$ cat config.mk
export PLATFORM = sky130hd
export DESIGN_NAME = mesh_output_collector_flat
export DESIGN_NICKNAME = d
export VERILOG_FILES = /design/src/rtl/mesh_pkg.sv /design/src/rtl/mesh_output_collector_if.sv /design/src/rtl/mesh_output_collector_lane_fifo.sv /design/src/rtl/mesh_output_collector.sv /design/src/flat_wrapper.sv
export SDC_FILE = /design/constraint.sdc
export NUM_CORES = 1
export LEC_CHECK = 0
export ABC_AREA = 1
export CAP_MARGIN = 25
export CORE_ASPECT_RATIO = 1.4
export CORE_MARGIN = 1
export CORE_UTILIZATION = 25
export DETAILED_ROUTE_END_ITERATION = 8
export MAX_ROUTING_LAYER = met4
export SLEW_MARGIN = 5
export SYNTH_ARGS = -nofsm -noshare
export SYNTH_HDL_FRONTEND = slang
export SYNTH_SLANG_ARGS = --single-unit
$ cat constraint.sdc
create_clock -name clk -period 6.9 [get_ports clk]
set_input_delay 2.07 -clock clk [delete_from_list [all_inputs] [get_ports clk]]
set_output_delay 2.07 -clock clk [all_outputs]
set_load 0.005 [all_outputs]
$ cat src/rtl/mesh_pkg.sv
// Shared types for the systolic mesh south-edge output collector.
// Holds the word width, lane count, lane-word type and collector state.
package mesh_pkg;

  localparam int DATA_W = 32;
  localparam int LANES  = 4;

  typedef logic [DATA_W-1:0] word_t;

  typedef enum logic [1:0] {
    IDLE    = 2'd0,
    COLLECT = 2'd1,
    DONE    = 2'd2
  } col_state_e;

endpackage

$ cat src/rtl/mesh_output_collector_if.sv
// Row stream from the collector towards the host/memory side.
// Valid/ready handshake with a last-of-row marker.
interface mesh_output_collector_if;
  import mesh_pkg::*;

  word_t out_data;
  logic  out_valid;
  logic  out_ready;
  logic  out_last;

  modport master (
    output out_data,
    output out_valid,
    output out_last,
    input  out_ready
  );

  modport slave (
    input  out_data,
    input  out_valid,
    input  out_last,
    output out_ready
  );

endinterface

$ cat src/rtl/mesh_output_collector_lane_fifo.sv
// Per-lane result FIFO; pointers carry one extra wrap bit.
// A full FIFO still accepts a push when it pops in the same cycle.
module lane_fifo #(
  parameter int DEPTH  = 8,
  parameter int DATA_W = 32
) (
  input  logic              clk,
  input  logic              reset,
  input  logic              flush,
  input  logic              push,
  input  logic              pop,
  input  logic [DATA_W-1:0] din,
  output logic [DATA_W-1:0] dout,
  output logic              empty,
  output logic              full
);

  localparam int AW = $clog2(DEPTH);
  localparam logic [AW:0] ONE = 1;

  logic [AW:0]       wr_q, wr_d;
  logic [AW:0]       rd_q, rd_d;
  logic [DATA_W-1:0] mem [DEPTH];
  logic              do_push;
  logic              do_pop;

  assign empty   = (wr_q == rd_q);
  assign full    = (wr_q[AW] != rd_q[AW]) &&
                   (wr_q[AW-1:0] == rd_q[AW-1:0]);
  assign do_pop  = pop && !empty;
  assign do_push = push && (!full || do_pop);
  assign dout    = mem[rd_q[AW-1:0]];

  always_comb begin
    wr_d = wr_q;
    rd_d = rd_q;
    if (flush) begin
      wr_d = '0;
      rd_d = '0;
    end else begin
      if (do_push) wr_d = wr_q + ONE;
      if (do_pop)  rd_d = rd_q + ONE;
    end
  end

  always_ff @(posedge clk) begin
    if (reset) begin
      wr_q <= '0;
      rd_q <= '0;
    end else begin
      wr_q <= wr_d;
      rd_q <= rd_d;
    end
  end

  always_ff @(posedge clk) begin
    if (do_push && !flush) mem[wr_q[AW-1:0]] <= din;
  end

endmodule

$ cat src/rtl/mesh_output_collector.sv
// Collects skewed mesh column results and streams them out as aligned rows.
// Define MESH_OUTCOL_OVF_ERR_EN to build sticky lane-overflow detection on err.
module mesh_output_collector
  import mesh_pkg::*;
#(
  parameter int DEPTH  = 8,
  parameter int ROWS_W = 8
) (
  input  logic                    clk,
  input  logic                    reset,
  input  logic                    start,
  input  logic [ROWS_W-1:0]       row_count,
  input  word_t                   in_data [LANES],
  input  logic [LANES-1:0]        in_valid,
  mesh_output_collector_if.master stream,
  output logic                    busy,
  output logic                    done,
  output logic                    err
);

  localparam int LW = (LANES > 1) ? $clog2(LANES) : 1;
  localparam logic [LW-1:0]     LAST_LANE = LW'(LANES - 1);
  localparam logic [LW-1:0]     ONE_L     = 1;
  localparam logic [ROWS_W-1:0] ONE_R     = 1;

  col_state_e        state_q, state_d;
  logic [ROWS_W-1:0] rows_left_q, rows_left_d;
  logic [ROWS_W-1:0] issue_left_q, issue_left_d;
  logic [LW-1:0]     lane_q, lane_d;
  logic              mid_q, mid_d;
  word_t             data_q, data_d;
  logic              valid_q, valid_d;
  logic              last_q, last_d;

  word_t             dout [LANES];
  logic [LANES-1:0]  empty, full, push, pop;
  logic              flush, load, accept, row_go, avail;
  logic [LW-1:0]     cur;

  assign push  = (state_q == COLLECT) ? in_valid : '0;
  assign flush = (state_q == DONE);

  for (genvar i = 0; i < LANES; i++) begin : g_lane
    lane_fifo #(.DEPTH(DEPTH), .DATA_W(DATA_W)) u_fifo (
      .clk   (clk),
      .reset (reset),
      .flush (flush),
      .push  (push[i]),
      .pop   (pop[i]),
      .din   (in_data[i]),
      .dout  (dout[i]),
      .empty (empty[i]),
      .full  (full[i])
    );
  end

  always_comb begin
    state_d      = state_q;
    rows_left_d  = rows_left_q;
    issue_left_d = issue_left_q;
    lane_d       = lane_q;
    mid_d        = mid_q;
    data_d       = data_q;
    valid_d      = valid_q;
    last_d       = last_q;
    pop          = '0;

    load   = !valid_q || stream.out_ready;
    accept = valid_q && stream.out_ready;
    // Rows are only issued as many times as the job asked for.
    row_go = !mid_q && (state_q == COLLECT) && !(|empty) &&
             (issue_left_q != '0);
    avail  = mid_q || row_go;
    cur    = mid_q ? lane_q : '0;

    if (load) begin
      valid_d = avail;
      last_d  = 1'b0;
      if (avail) begin
        data_d   = dout[cur];
        last_d   = (cur == LAST_LANE);
        pop[cur] = 1'b1;
        if (cur == LAST_LANE) begin
          mid_d  = 1'b0;
          lane_d = '0;
        end else begin
          mid_d  = 1'b1;
          lane_d = cur + ONE_L;
        end
        if (row_go) issue_left_d = issue_left_q - ONE_R;
      end
    end

    unique case (1'b1)
      (state_q == IDLE): begin
        if (start) begin
          rows_left_d  = row_count;
          issue_left_d = row_count;
          state_d      = (row_count == '0) ? DONE : COLLECT;
        end
      end
      (state_q == COLLECT): begin
        if (accept && last_q) begin
          rows_left_d = rows_left_q - ONE_R;
          if (rows_left_q == ONE_R) state_d = DONE;
        end
      end
      (state_q == DONE): state_d = IDLE;
      default:           state_d = IDLE;
    endcase
  end

  always_ff @(posedge clk) begin
    if (reset) begin
      state_q      <= IDLE;
      rows_left_q  <= '0;
      issue_left_q <= '0;
      lane_q       <= '0;
      mid_q        <= 1'b0;
      data_q       <= '0;
      valid_q      <= 1'b0;
      last_q       <= 1'b0;
    end else begin
      state_q      <= state_d;
      rows_left_q  <= rows_left_d;
      issue_left_q <= issue_left_d;
      lane_q       <= lane_d;
      mid_q        <= mid_d;
      data_q       <= data_d;
      valid_q      <= valid_d;
      last_q       <= last_d;
    end
  end

`ifdef MESH_OUTCOL_OVF_ERR_EN
  logic err_q, err_d;

  always_comb begin
    err_d = err_q;
    if ((state_q == IDLE) && start) err_d = 1'b0;
    else if (|(push & full & ~pop)) err_d = 1'b1;
  end

  always_ff @(posedge clk) begin
    if (reset) err_q <= 1'b0;
    else       err_q <= err_d;
  end

  assign err = err_q;
`else
  logic unused_full;
  assign unused_full = ^full;
  assign err = 1'b0;
`endif

  assign stream.out_data  = data_q;
  assign stream.out_valid = valid_q;
  assign stream.out_last  = last_q;
  assign busy = (state_q != IDLE);
  assign done = (state_q == DONE);

endmodule
$ cat src/flat_wrapper.sv
// flat-port wrapper written by rule: the top's interface ports become plain ports
module mesh_output_collector_flat import mesh_pkg::*;
#(
  parameter int DEPTH  = 8,
  parameter int ROWS_W = 8
)
  (clk, reset, start, row_count, in_data, in_valid, busy, done, err, stream_out_data, stream_out_valid, stream_out_last, stream_out_ready);
  mesh_output_collector_if stream_i ();
  input  logic clk;
  input  logic reset;
  input  logic start;
  input  logic [ROWS_W-1:0] row_count;
  input  word_t in_data[LANES];
  input  logic [LANES-1:0] in_valid;
  output logic busy;
  output logic done;
  output logic err;
  output wire logic [$bits(stream_i.out_data)-1:0] stream_out_data;
  output wire logic [$bits(stream_i.out_valid)-1:0] stream_out_valid;
  output wire logic [$bits(stream_i.out_last)-1:0] stream_out_last;
  input wire logic [$bits(stream_i.out_ready)-1:0] stream_out_ready;
  assign stream_out_data = stream_i.out_data;
  assign stream_out_valid = stream_i.out_valid;
  assign stream_out_last = stream_i.out_last;
  assign stream_i.out_ready = stream_out_ready;
  mesh_output_collector #(.DEPTH(DEPTH), .ROWS_W(ROWS_W)) u_core (.clk(clk), .reset(reset), .start(start), .row_count(row_count), .in_data(in_data), .in_valid(in_valid), .stream(stream_i), .busy(busy), .done(done), .err(err));
endmodule
* After elaboration in Yosys (flattened, before gate mapping)
Memories as Yosys holds them, arrays and structs flattened. A register that Yosys moved wholly into a read port is not among the register bits. Index checks and enable logic that the tools add are counted.
Word-level totals: register bits 87, memory bits (writable) 1024, input port bits 144, output and inout port bits 37, logic and storage cells 145, memories kept 4
Operators by class: add/sub/neg operators 11, $lt $le $gt $ge 3, equal/unequal tests 19, multiplexer cells 41, bitwise gates (word level) 1, reduce and logical (&&, ||, !) cells 50
Memory list:
- u_core.g_lane[0].u_fifo.mem | words 8, bits a word 32, rd ports 1, clocked after Yosys merged registers in 1, write ports 1, line mesh_output_collector_lane_fifo.sv:23 | logic [DATA_W-1:0] mem [DEPTH];
- u_core.g_lane[1].u_fifo.mem | words 8, bits a word 32, rd ports 1, clocked after Yosys merged registers in 1, write ports 1, line mesh_output_collector_lane_fifo.sv:23
- u_core.g_lane[2].u_fifo.mem | words 8, bits a word 32, rd ports 1, clocked after Yosys merged registers in 1, write ports 1, line mesh_output_collector_lane_fifo.sv:23
- u_core.g_lane[3].u_fifo.mem | words 8, bits a word 32, rd ports 1, clocked after Yosys merged registers in 1, write ports 1, line mesh_output_collector_lane_fifo.sv:23
Operators with widths (count):
- 32-bit binary-select mux with 2-bit select | 1
- 32-bit two-way mux | 2
- 8-bit two-way mux | 7
- 4-bit by 1-bit adder with 4-bit output, second input constant | 8
- 3-bit two-way mux | 8
- 1-bit logical AND | 22
- 4-bit equality test | 4
- 8-bit one-hot mux with 2 select lines | 1
- 8-bit by 1-bit subtractor with 8-bit output, second input constant | 2
- 3-bit equality test | 4
- 1-bit logical NOT | 12
- 2-bit two-way mux | 6
- 4-bit two-way mux | 3
- 1-bit two-way mux | 11
- 8-bit by 1-bit equality test with 1-bit output, second input constant | 1
- 8-bit logical NOT | 1
- 8-bit nonzero test | 1
- 1-bit logical OR | 6
- 2-bit inequality test, second input constant | 3
- 3-bit AND reduction | 2
- 2-bit equality test, second input constant | 2
- 1-bit inequality test | 4
- 2-bit one-hot mux with 2 select lines | 1
- 2-bit nonzero test | 2
- other kinds (11) | 11

* Depth between registers and ports, before layout
depth in word-level cells 14, mapped depth 16

* Hierarchy
A second synthesis with hierarchy kept.
Second synthesis, totals: cells, all modules 3926, area, all modules 45691.3 µm²
Modules (own cells, without submodules):
- lane_fifo at u_core.g_lane[1].u_fifo ... | times used 2, cells each 846, area an instance 10532.6 µm²
- lane_fifo at u_core.g_lane[0].u_fifo | times used 1, cells each 808, area an instance 10563.9 µm²
- lane_fifo at u_core.g_lane[2].u_fifo | times used 1, cells each 846, area an instance 10533.9 µm²
- mesh_output_collector | times used 1, cells each 580, area an instance 3528.4 µm²

* Worst setup path after synthesis
No wires, ideal clock.
kind input to register, start input stream_out_ready, end memory u_core.g_lane[3].u_fifo.mem[3][0] (enable), data arrival time 4987 ps, data required time 6439 ps, setup slack 1452 ps, stages 6, buffers on the path 0, cell sequence nor2_1 -> clkinv_1 -> nand4_2 -> nand2_1 -> nand2_1 -> nor3_1
Between the ends: longest elaborated chain between the ends 8
RTL lines:
- start: declaration | line flat_wrapper.sv:21 | input wire logic [$bits(stream_i.out_ready)-1:0] stream_out_ready;
- 1-bit logical OR | line mesh_output_collector.sv:68 | load = !valid_q || stream.out_ready;
- 4-bit two-way mux | line mesh_output_collector.sv:76 | if (load) begin
- 1-bit logical AND | line mesh_output_collector_lane_fifo.sv:30 | assign do_pop = pop && !empty;
- 1-bit logical OR | line mesh_output_collector_lane_fifo.sv:31 | assign do_push = push && (!full || do_pop);
- 1-bit logical AND | line mesh_output_collector_lane_fifo.sv:31
- 1-bit logical AND | line mesh_output_collector_lane_fifo.sv:57 | if (do_push && !flush) mem[wr_q[AW-1:0]] <= din;
- 1-bit two-way mux | line mesh_output_collector_lane_fifo.sv:57
- 1-bit two-way mux (not written as such) | line mesh_output_collector_lane_fifo.sv:57
- end: declaration | line mesh_output_collector_lane_fifo.sv:23
No other way between the ends.

* Worst setup path in the final report
start input stream_out_ready, end memory u_core.g_lane[1].u_fifo.mem[6][0] (enable)
Between the ends: longest elaborated chain between the ends 8
RTL lines (line):
- 1-bit logical OR | mesh_output_collector.sv:68
- 4-bit two-way mux | mesh_output_collector.sv:76
- 1-bit logical AND | mesh_output_collector_lane_fifo.sv:30
- 1-bit logical OR | mesh_output_collector_lane_fifo.sv:31
- 1-bit logical AND | mesh_output_collector_lane_fifo.sv:31
- 1-bit logical AND | mesh_output_collector_lane_fifo.sv:57
- 1-bit two-way mux | mesh_output_collector_lane_fifo.sv:57
- 1-bit two-way mux (not written as such) | mesh_output_collector_lane_fifo.sv:57
- end: declaration | mesh_output_collector_lane_fifo.sv:23
No other way between the ends.

==> run_summary.xml <==
<?xml version="1.0" encoding="UTF-8"?>
<metrics>
  <group name="sta">
    <metric name="timing.final.hold_violations" unit="">0</metric>
    <metric name="setup_tns" unit="ps">0</metric>
    <metric name="setup_viol" unit="">0</metric>
    <metric name="timing.final.ws_setup" unit="ps">2480</metric>
    <metric name="slew_violations" unit="">0</metric>
    <metric name="layout_worst_path_cycle_share" unit="">0.640</metric>
    <metric name="fin_crit" unit="ps">4420</metric>
    <metric name="skew_final" unit="ps">44.2</metric>
    <metric name="max_slew_margin" unit="">0.323</metric>
    <metric name="final.hold.worst_slack" unit="ps">481</metric>
    <metric name="fmax" unit="MHz">226</metric>
    <metric name="grt_setup_unrepaired" unit="">no</metric>
    <metric name="tightestPinTransition" unit="ps">1020</metric>
  </group>
  <group name="setup_path">
    <metric name="slowest_delay" unit="ps">810</metric>
    <metric name="critical_path.slowest_cell" unit="">sky130_fd_sc_hd__nor3_2</metric>
    <metric name="critPathKind" unit="">in -&gt; reg</metric>
    <metric name="path_delay_family" unit="">simple AND/OR/NAND/NOR gates</metric>
    <metric name="cp.arrival" unit="ps">4840</metric>
    <metric name="critical_path_buf_inv_count" unit="">3</metric>
    <metric name="crit_chain" unit="">clkdlybuf4s50_1 &gt; nor2_1 &gt; clkinv_1 &gt; nand3_2 &gt; nand2_1 &gt; nand4_1 &gt; nor3_2 &gt; buf_4</metric>
    <metric name="worst-endpoint-required" unit="ps">7320</metric>
    <metric name="critPathCaptureType" unit="">flip-flop</metric>
    <metric name="critical_path.startpoint_type" unit="">input port</metric>
    <metric name="crit_path_max_fanout" unit="">13</metric>
  </group>
  <group name="cts">
    <metric name="htree_levels" unit="">3</metric>
    <metric name="cts_repair_resize_count" unit="">0</metric>
    <metric name="cts_tree" unit="">yes</metric>
    <metric name="clk_pin_slew" unit="ps">60</metric>
    <metric name="postCtsSetupRepairBufs" unit="">0</metric>
    <metric name="cts-buffers-inserted" unit="">106</metric>
    <metric name="clockRootBuffer" unit="">sky130_fd_sc_hd__clkbuf_16</metric>
    <metric name="max-clock-path-buffers" unit="">3</metric>
    <metric name="cts_sinks" unit="">1123</metric>
    <metric name="hold_buffers" unit="">0</metric>
    <metric name="clk-insertion-delay-late" unit="ps">720</metric>
  </group>
  <group name="place">
    <metric name="post-place-cells" unit="">5892</metric>
    <metric name="detailedPlacementHpwl" unit="um">78900</metric>
    <metric name="dp_worst_setup_slack" unit="ps">1670</metric>
    <metric name="port_buffers" unit="">179</metric>
    <metric name="globalplace.congestion" unit="">0.815</metric>
  </group>
  <group name="route">
    <metric name="drc" unit="">0</metric>
    <metric name="wl_per_cell" unit="um">20.1</metric>
    <metric name="final_antenna_net_count" unit="">0</metric>
    <metric name="totalWireLength" unit="um">123000</metric>
    <metric name="dr.pass1.iters" unit="">5</metric>
    <metric name="drt-initial-drc-count" unit="">2881</metric>
    <metric name="via_per_inst" unit="">4.70</metric>
    <metric name="routed-via-count" unit="">28765</metric>
  </group>
  <group name="pwr">
    <metric name="seq_power_share" unit="">0.546</metric>
    <metric name="net-switching-power" unit="mW">2.95</metric>
    <metric name="p_int" unit="mW">10.9</metric>
    <metric name="power.clock.fraction" unit="">0.417</metric>
    <metric name="maximum_resistive_drop_on_vdd" unit="mV">0.178</metric>
    <metric name="power-per-cell-area" unit="nW/um2">262</metric>
    <metric name="switching_portion_of_total_power" unit="">0.214</metric>
    <metric name="power.static_leakage" unit="nW">16.8</metric>
    <metric name="combPwrFrac" unit="">0.037</metric>
  </group>
  <group name="die">
    <metric name="dieWidth" unit="um">358</metric>
    <metric name="design.portCount" unit="">181</metric>
    <metric name="chipHeight" unit="um">501</metric>
    <metric name="fp-row-count" unit="">182</metric>
    <metric name="initial_core_util" unit="">0.252</metric>
    <metric name="die-area" unit="um2">180000</metric>
    <metric name="design.core.area" unit="um2">176000</metric>
  </group>
  <group name="synth">
    <metric name="synth_cells" unit="">3584</metric>
    <metric name="synth_ff_type" unit="">sky130_fd_sc_hd__edfxtp_1</metric>
    <metric name="post_synth_mux_area_share" unit="">0</metric>
    <metric name="synth_compound_area_frac" unit="">0.136</metric>
    <metric name="mappedNetlistArea" unit="um2">44500</metric>
    <metric name="synth.avg_cell_area" unit="um2">12.4</metric>
    <metric name="largest_family_of_logic_cells_by_synthesized_area" unit="">compound AO/OA/AOI/OAI gates</metric>
    <metric name="yosys.area_share.adder" unit="">0.00422</metric>
    <metric name="synthArstFlopShare" unit="">0</metric>
    <metric name="xor_xnor_share_of_the_synthesized_area" unit="">0.00256</metric>
    <metric name="yosys_warnings" unit="">0</metric>
    <metric name="yosys_register_bits" unit="">1123</metric>
    <metric name="synth-simple-area-share" unit="">0.0938</metric>
    <metric name="synth_cell_type_count" unit="">41</metric>
    <metric name="synthesis.nets" unit="">3743</metric>
    <metric name="synth-edff-count" unit="">1024</metric>
    <metric name="synth.yosys.seq_area_share" unit="">0.736</metric>
  </group>
  <group name="finish">
    <metric name="final_cell_count_no_fill" unit="">6120</metric>
    <metric name="final_layout_size_suffix_gt1_frac" unit="">0.0728</metric>
    <metric name="fin_nets" unit="">3861</metric>
    <metric name="areaGrowthSynthToFinish" unit="%">18.7</metric>
    <metric name="fill_cells" unit="">17743</metric>
    <metric name="final_util" unit="">0.299</metric>
  </group>
  <group name="global_routing">
    <metric name="gr-total-overflow" unit="">0</metric>
    <metric name="maximum_number_of_pins_on_one_net_before_global_route_repair" unit="">101</metric>
    <metric name="grt_pass1_vias" unit="">27084</metric>
    <metric name="wire_length_of_the_first_global_routing_pass" unit="um">179000</metric>
    <metric name="antenna_found_initial" unit="">34</metric>
    <metric name="total_routing_usage_reported_by_global_routing" unit="">0.137</metric>
  </group>
  <group name="flow_run">
    <metric name="cap_viol_max_count" unit="">0</metric>
  </group>
  <group name="hold_path">
    <metric name="min_path_type" unit="">reg -&gt; reg</metric>
  </group>
  <group name="status">
    <metric name="status" unit="">finished clean</metric>
  </group>
</metrics>
-- worst paths after layout --
path	from	end	slack (ps)	depth (start not counted)
max	stream_out_ready	u_core.g_lane[1].u_fifo.mem[6][0]	2480	8
min reg2reg	u_core.rows_left_q[7]	u_core.rows_left_q[7]	480	2
min	u_core.rows_left_q[7]	u_core.rows_left_q[7]	480	2
max reg2reg	u_core.mid_q	u_core.g_lane[1].u_fifo.mem[6][0]	2620	10
-- cell type report --
class                      instances  area (um2)  area share
inverter                          85         324     0.00614
tap                             2300        2880      0.0545
antenna                           27        67.6     0.00128
multi-input combinational       2145       10700       0.203
clock buffer                     134        2780      0.0526
timing repair buffer             241        2580      0.0489
clock inverter                    65         662      0.0125
sequential                      1123       32800       0.621
-- layout by cell type (no fill, tap or decap), types with 26 or more instances in the layout --
cell and instances:
sky130_fd_sc_hd__a21oi_1 46, sky130_fd_sc_hd__o22ai_1 92, sky130_fd_sc_hd__buf_4 44, sky130_fd_sc_hd__clkbuf_1 26, sky130_fd_sc_hd__clkbuf_16 106, sky130_fd_sc_hd__nor2_1 724
sky130_fd_sc_hd__clkdlybuf4s50_1 179, sky130_fd_sc_hd__nand2_1 212, sky130_fd_sc_hd__nand3_1 62, sky130_fd_sc_hd__edfxtp_1 1024, sky130_fd_sc_hd__o211ai_1 161, sky130_fd_sc_hd__inv_1 71
sky130_fd_sc_hd__o221ai_1 37, sky130_fd_sc_hd__clkinv_1 26, sky130_fd_sc_hd__o21ai_0 670, sky130_fd_sc_hd__dfxtp_1 90, sky130_fd_sc_hd__a31oi_1 35, sky130_fd_sc_hd__diode_2 27
-- cells in the mapped netlist, types with 3 or more instances --
library cell / n / area (um2)
sky130_fd_sc_hd__nand2_1: 213 / 800
sky130_fd_sc_hd__a21oi_1: 46 / 230
sky130_fd_sc_hd__edfxtp_1: 1024 / 30700
sky130_fd_sc_hd__dfxtp_1: 99 / 1980
sky130_fd_sc_hd__buf_1: 17 / 63.8
sky130_fd_sc_hd__ha_1: 15 / 188
sky130_fd_sc_hd__o211ai_1: 161 / 1210
sky130_fd_sc_hd__o21ai_0: 670 / 3350
sky130_fd_sc_hd__o22ai_1: 92 / 576
sky130_fd_sc_hd__nor4_1: 3 / 18.8
sky130_fd_sc_hd__o221ai_1: 37 / 324
sky130_fd_sc_hd__xor2_1: 12 / 105
sky130_fd_sc_hd__a21boi_0: 3 / 22.5
sky130_fd_sc_hd__clkinv_1: 7 / 26.3
sky130_fd_sc_hd__inv_1: 76 / 285
sky130_fd_sc_hd__nand3_2: 5 / 50.1
sky130_fd_sc_hd__nand4_1: 7 / 43.8
sky130_fd_sc_hd__buf_2: 10 / 50.1
sky130_fd_sc_hd__a211oi_1: 4 / 30.0
sky130_fd_sc_hd__nor2_1: 740 / 2780
sky130_fd_sc_hd__clkbuf_1: 202 / 758
sky130_fd_sc_hd__nor3_1: 21 / 105
sky130_fd_sc_hd__o21a_1: 3 / 22.5
sky130_fd_sc_hd__a31oi_1: 35 / 219
sky130_fd_sc_hd__nand3_1: 62 / 310
-- state kept, by name, summed over array words and instances (netlist names), named ones only --
name	cells
u_core.g_lane.u_fifo.mem	1024
u_core.stream.out_last	1
u_core.stream.out_data	32
u_core.lane_q	2
u_core.g_lane.u_fifo.wr_q	16
u_core.issue_left_q	8
u_core.g_lane.u_fifo.rd_q	16
u_core.stream.out_valid	1
u_core.state_q	2
u_core.rows_left_q	8
u_core.mid_q	1
-- layer usage --
| layer | wire length, um | track usage | up-vias |
|---|---|---|---|
| li1 | - | - | 13468 |
| met2 | 56500 | 0.208 | 945 |
| met5 | 0 | - | - |
| met1 | 52500 | 0.177 | 14181 |
| met3 | 10100 | 0.0334 | 171 |
| met4 | 4140 | 0.0497 | 0 |
-- through the flow --
step                power (mW)  cell area (um2)
global placement          8.17            48800
detailed placement        8.20            49200
global route              14.2            52800
CTS                       13.9            52700
floorplan                 7.89            44500
finish                    13.8            52800
-- worst register-to-register path: stages, from the launching register on --
cell,delay [ps]
sky130_fd_sc_hd__dfxtp_1,400
sky130_fd_sc_hd__nand2_2,510
sky130_fd_sc_hd__inv_2,190
sky130_fd_sc_hd__buf_4,440
sky130_fd_sc_hd__ha_1,250
sky130_fd_sc_hd__a21boi_0,220
sky130_fd_sc_hd__nand3_2,200
sky130_fd_sc_hd__nand2_1,190
sky130_fd_sc_hd__nand4_1,380
sky130_fd_sc_hd__nor3_2,820
sky130_fd_sc_hd__buf_4,380
-- power by group through the flow --
stage	registers, mW	logic (mW)	clock network, mW
after floorplan	7.68	0.208	0
after global placement	7.68	0.488	0
after detailed placement	7.68	0.516	0
after CTS	7.53	0.518	5.88
after global routing	7.54	0.566	6.13
final	7.54	0.515	5.76
-- cell families after synthesis --
kind of cell	count (synthesis)
DFF	1123
AOI/OAI and AO/OA	1058
and+or+nand+nor	1058
buffers and inverters	316
adders and majority gates	15
xor gates and xnor gates	13
other	1
(Power assumes the default switching activity.)
